## config.mk

```make
export PLATFORM = sky130hd
export DESIGN_NAME = mem_portb_arbiter
export DESIGN_NICKNAME = d
export VERILOG_FILES = /design/src/rtl/mem_portb_arbiter_pkg.sv /design/src/rtl/mem_portb_arbiter_starve_counter.sv /design/src/rtl/mem_portb_arbiter.sv
export SDC_FILE = /design/constraint.sdc
export NUM_CORES = 1
export LEC_CHECK = 0
export CAP_MARGIN = 10
export CORE_AREA = 4 4 91 93
export DETAILED_ROUTE_END_ITERATION = 7
export DIE_AREA = 0 0 95 97
export GPL_ROUTABILITY_DRIVEN = 0
export PLACE_DENSITY_LB_ADDON = 0.25
export SLEW_MARGIN = 10
export SYNTH_ARGS = -nofsm -noshare
export SYNTH_HDL_FRONTEND = slang
export SYNTH_SLANG_ARGS = --single-unit
export TNS_END_PERCENT = 20
```

## constraint.sdc

```tcl
create_clock -name CLK -period 2 [get_ports CLK]
set_input_delay 0.3 -clock CLK [delete_from_list [all_inputs] [get_ports CLK]]
set_output_delay 0.3 -clock CLK [all_outputs]
set_load 0.1 [all_outputs]
```

## src/rtl/mem_portb_arbiter_pkg.sv

```systemverilog
// Shared types and defaults for the memory port-B arbiter.
// Owner and state encodings are fixed so the debug tooling can decode them.
package mem_portb_arbiter_pkg;

   localparam int AW_DEF = 12;
   localparam int DW_DEF = 32;
   localparam int CNT_W  = 8;

   typedef enum logic [1:0] {
      OWN_NONE = 2'd0,
      OWN_CPU  = 2'd1,
      OWN_DBG  = 2'd2
   } owner_t;

   typedef enum logic {
      CPU_PRI = 1'b0,
      DBG_PRI = 1'b1
   } arb_state_t;

endpackage

```

## src/rtl/mem_portb_arbiter_starve_counter.sv

```systemverilog
// Counts consecutive cycles a debug request is denied; starve is high on the
// cycle the count has reached MAX_WAIT-1.
module arb_starve_counter
   import mem_portb_arbiter_pkg::*;
#(
   parameter int MAX_WAIT = 8
) (
   input  logic clk,
   input  logic rst,
   input  logic dbg_req,
   input  logic dbg_gnt,
   output logic starve
);

   localparam logic [CNT_W-1:0] LAST = CNT_W'(MAX_WAIT - 1);

   logic [CNT_W-1:0] wait_cnt;

   always_ff @(posedge clk or posedge rst) begin
      if (rst) begin
         wait_cnt <= '0;
      end else if (!dbg_req || dbg_gnt) begin
         wait_cnt <= '0;
      end else if (wait_cnt != LAST) begin
         wait_cnt <= wait_cnt + 1'b1;
      end
   end

   assign starve = (wait_cnt == LAST);

endmodule

```

## src/rtl/mem_portb_arbiter.sv

```systemverilog
// Arbitrates memory port B between the processor and the debug host: one
// combinational grant per cycle, read data returned to its owner a cycle later.
module mem_portb_arbiter
   import mem_portb_arbiter_pkg::*;
#(
   parameter int AW       = AW_DEF,
   parameter int DW       = DW_DEF,
   parameter int MAX_WAIT = 8
) (
   input  logic          CLK,
   input  logic          RST,
   input  logic          HLT,
   input  logic          CPU_REQ,
   input  logic          CPU_WE,
   input  logic [AW-1:0] CPU_ADDR,
   input  logic [DW-1:0] CPU_WDATA,
   output logic          CPU_GNT,
   output logic          CPU_RVALID,
   output logic [DW-1:0] CPU_RDATA,
   input  logic          DBG_REQ,
   input  logic          DBG_WE,
   input  logic [AW-1:0] DBG_ADDR,
   input  logic [DW-1:0] DBG_WDATA,
   output logic          DBG_GNT,
   output logic          DBG_RVALID,
   output logic [DW-1:0] DBG_RDATA,
   output logic          WEB,
   output logic [AW-1:0] ADDRB,
   output logic [DW-1:0] DINB,
   input  logic [DW-1:0] DOUTB
);

   arb_state_t state, state_nxt;
   owner_t     rd_owner;
   logic       cpu_win, dbg_win, dbg_first, starve;

   arb_starve_counter #(.MAX_WAIT(MAX_WAIT)) u_starve (
      .clk     (CLK),
      .rst     (RST),
      .dbg_req (DBG_REQ),
      .dbg_gnt (dbg_win),
      .starve  (starve)
   );

   always_ff @(posedge CLK or posedge RST) begin
      if (RST) begin
         state <= CPU_PRI;
      end else begin
         state <= state_nxt;
      end
   end

   // Grants are suppressed during reset so the memory never sees a stray access.
   always_comb begin
      state_nxt = state;
      cpu_win   = 1'b0;
      dbg_win   = 1'b0;
      dbg_first = HLT || (state == DBG_PRI);
      if (!RST) begin
         if (DBG_REQ && (dbg_first || !CPU_REQ)) begin
            dbg_win = 1'b1;
         end else if (CPU_REQ && !HLT) begin
            cpu_win = 1'b1;
         end
      end
      case (state)
         CPU_PRI: if (DBG_REQ && !dbg_win && starve) state_nxt = DBG_PRI;
         DBG_PRI: if (dbg_win) state_nxt = CPU_PRI;
         default: state_nxt = CPU_PRI;
      endcase
   end

   assign CPU_GNT = cpu_win;
   assign DBG_GNT = dbg_win;

   always_comb begin
      WEB   = 1'b0;
      ADDRB = '0;
      DINB  = '0;
      if (cpu_win) begin
         WEB   = CPU_WE;
         ADDRB = CPU_ADDR;
         DINB  = CPU_WDATA;
      end else if (dbg_win) begin
         WEB   = DBG_WE;
         ADDRB = DBG_ADDR;
         DINB  = DBG_WDATA;
      end
   end

   // Owner of the read now in flight inside the memory; RVALID decodes it.
   always_ff @(posedge CLK or posedge RST) begin
      if (RST) begin
         rd_owner <= OWN_NONE;
      end else if (cpu_win && !CPU_WE) begin
         rd_owner <= OWN_CPU;
      end else if (dbg_win && !DBG_WE) begin
         rd_owner <= OWN_DBG;
      end else begin
         rd_owner <= OWN_NONE;
      end
   end

   assign CPU_RVALID = (rd_owner == OWN_CPU);
   assign DBG_RVALID = (rd_owner == OWN_DBG);
   assign CPU_RDATA  = DOUTB;
   assign DBG_RDATA  = DOUTB;

endmodule

```

==> impl_results.md <==
* Outcome: finished with violations
* Failing checks: negative setup slack
* Power share of the clock group at 0.136
* Synth Area in Adders at 0.00834
* Synth-to-Final Area Change at 152%
* Sequential Power Share at 0.141
* Die width at between 90 and 100 microns
* YS warnings at 0
* Netlist cell types at 30
* Sw Ratio at 0.444
* Starting Density at 0.199
* Worst hold margin at ~0.42 ns
* Max IR drop VDD at 200 uV
* Pint at 908 uW
* DRT iter0 DRCs at 23
* # setup viols final at 44
* Hold_buf cts at 0
* Clock buffer depth at 2
* Finished Core Util at 0.503
* Number of H-tree levels at 1
* Crit start category: flip-flop
* Vias in the first global route at 1804
* Number of synthesized flops with an enable pin at 0
* Logic pwr share at 0.724
* Fmax at about 480 MHz
* Crit path capture type: primary output
* Clk root buf: clkbuf_8
* Psw at a little over 700 uW
* Vert. Die Dim at 97 microns
* Flops & latches, synth at 11
* DP Worst Slack at -0.245 ns
* Syn_nets at around 300
* Final std cells w/o fill at approximately 380
* Antenna violations before repair at 0
* Crit Path Class: flip-flop to primary output
* Dpl cells at between 300 and 400
* Die area at 9220 sq um
* Clk Latency, worst-skew pair at approximately 0.24 ns
* Clock sink count at 11
* RSZ-0062 raised after global routing: true
* Core box area at around 7500 sq um
* GRT busiest layer: met2
* PnR worst setup slack at -0.0883 ns
* Multiplexer share of the synthesized area at 0
* Hold Path Class: input port to async pin
* DRT Pass-1 Iters at 4
* Worst Max-Slew Pin Slew at 0.428 ns
* Syn Area/Cell at 8.52 sq um
* Async SR Flop Fraction at 1.00
* Compound-Gate Fraction of Synth Area at 0.324
* Slew margin rel. at 0.714
* PD cells at ~430 nW/um^2
* CP required at between 1.5 and 2 ns
* Met3 Track Usage GR at 0.0591
* WP data arrival at ~1.8 ns
* Fin. max-slew vios at 0
* # IOs at 240
* Share of layout cells above drive strength 1 at 0.476
* Rows at 32
* Minimum clock period at approximately 2.1 ns
* Xor-xnor portion of the synthesized cell area at 0.0117
* MaxCap Viol Count at 0
* Leak Pwr at approximately 0.0016 uW
* Final Cycle Share at 1.04
* Routed WL at approximately 6500 microns
* PortBufs at between 100 and 150
* Post-synthesis sequential area ratio at 0.183
* DP HPWL at approximately 5400 microns
* M2 GR Usage at 0.254
* First-pass GRT wire length at 9610 microns
* Post-route ant nets at 0
* CTS buffer count at 3
* Final net count at 404
* Global routing usage on met1 at 0.133
* Post-synth top flop: dfrtp_1
* TNS Setup at -2.49 ns
* Syn Inst Count at 176
* Vias at about 1.6k
* CP max FO at 6
* Clk slew on worst S/H paths at roughly 0.050 ns
* Vias/cell at around 4.4
* # diodes at 0
* Largest family of logic cells by synthesized area: buffers and inverters
* Cell Area, Synth at about 1500 sq um
* Tot GR Track Use at 0.134
* Fin. Hold Viols at 0
* Post-Synth Simple-Gate Area at 0.106
* Largest net degree at the start of global routing at 25
* DRC at 0
* CTS tree: built
* Worst Skew at ~0.0027 ns
* Grt ovf at 0
* Wire per inst at ~17 microns
-- kinds of logic after synthesis --
group	count (synthesis)
AO/OA/AOI/OAI	58
flip-flops	11
buffers and inverters	78
AND/OR/NAND/NOR	26
XOR/XNOR	2
adder cells (fa/ha/maj)	1
-- synth_stat cells (all sizes together) (2+ instances only) --
| library cell | number | area share |
|---|---|---|
| inv | 4 | 0.010 |
| nor3 | 4 | 0.013 |
| o21ai | 4 | 0.016 |
| a22o | 45 | 0.26 |
| nor2 | 2 | 0.0050 |
| or3 | 4 | 0.017 |
| nor4 | 2 | 0.0083 |
| nor3b | 2 | 0.013 |
| nand3 | 3 | 0.010 |
| nand2 | 2 | 0.0050 |
| a21oi | 4 | 0.013 |
| buf | 71 | 0.34 |
| xor2 | 2 | 0.012 |
| dfrtp | 11 | 0.18 |
| clkbuf | 3 | 0.014 |
| nor2b | 4 | 0.017 |
-- worst paths after layout --
kind / start / end / slack, ns / depth (start not counted)
min in group CLK: DOUTB[10] / CPU_RDATA[10] / 0.60 / 0
worst max register to register: u_starve.wait_cnt[3] / state / 0.41 / 3
max in group asynchronous: RST / state / 1.26 / 3
worst max-delay path: state / DINB[3] / -0.09 / 6
worst min-delay path: RST / u_starve.wait_cnt[6] / 0.42 / 3
worst min register to register: u_starve.wait_cnt[1] / u_starve.wait_cnt[1] / 0.60 / 2
-- layout make-up --
| cell class | count | area [sq um] |
|---|---|---|
| Multi-Input combinational cell | 87 | 1030 |
| Clock inverter | 1 | 5.00 |
| Sequential cell | 11 | 277 |
| Fill cell | 710 | 3740 |
| Clock buffer | 3 | 41.3 |
| Timing Repair Buffer | 169 | 2290 |
| Tap cell | 102 | 128 |
| Inverter | 4 | 15.0 |
-- repair_timing --
action                     4_1_cts  5_1_grt
cloned                           3        2
setup endpoints to repair       47       47
buffers inserted                 4        1
pin swaps                        7       28
resized for setup               32       26
-- registers in the layout, summed over array words and instances (netlist names) --
signal and count:
state 1, rd_owner 2, u_starve.wait_cnt 8
-- metrics by stage --
stage | total power, uW | instance area, sq um
4_1_cts | 1600 | 3550
3_3_place_gp | 1310 | 3220
3_5_place_dp | 1310 | 3220
5_1_grt | 1700 | 3780
2_1_floorplan | 1400 | 1580
6_report | 1630 | 3780
-- worst max-delay path, stage by stage, from the launching register on --
cell,delay [ns]
dfrtp_2,0.44
a2111oi_4,0.32
buf_6,0.18
buf_12,0.13
buf_12,0.11
a22o_1,0.17
buf_12,0.18
-- power by group through the flow --
stage | combinational, uW | clock, uW | sequential, uW
detailed placement | 1080 | 0 | 234
global route | 1220 | 249 | 231
finish | 1180 | 222 | 230
CTS | 1140 | 232 | 230
global placement | 1070 | 0 | 234
floorplan | 1160 | 0 | 233
-- placed cells by master, fill, tap and decap left out, drive strengths merged, types with 2 or more instances in the layout --
cell	n
a22o	45
nor3	4
o21ai	4
buf	73
or3	4
nand2	2
nor3b	2
clkdlybuf4s50	90
a21oi	4
xor2	2
clkbuf	5
dlygate4sd2	3
nor2b	4
inv	4
nor4	2
nor2	2
nand3	3
dfrtp	11
-- routing by layer --
| metal | wire length [microns] | vias up |
|---|---|---|
| met5 | 0 | - |
| met4 | 44 | 0 |
| met3 | 700 | 6 |
| met2 | 3640 | 112 |
| met1 | 2140 | 738 |
| li1 | - | 791 |
No activity file was read; power rests on OpenSTA's default activity.
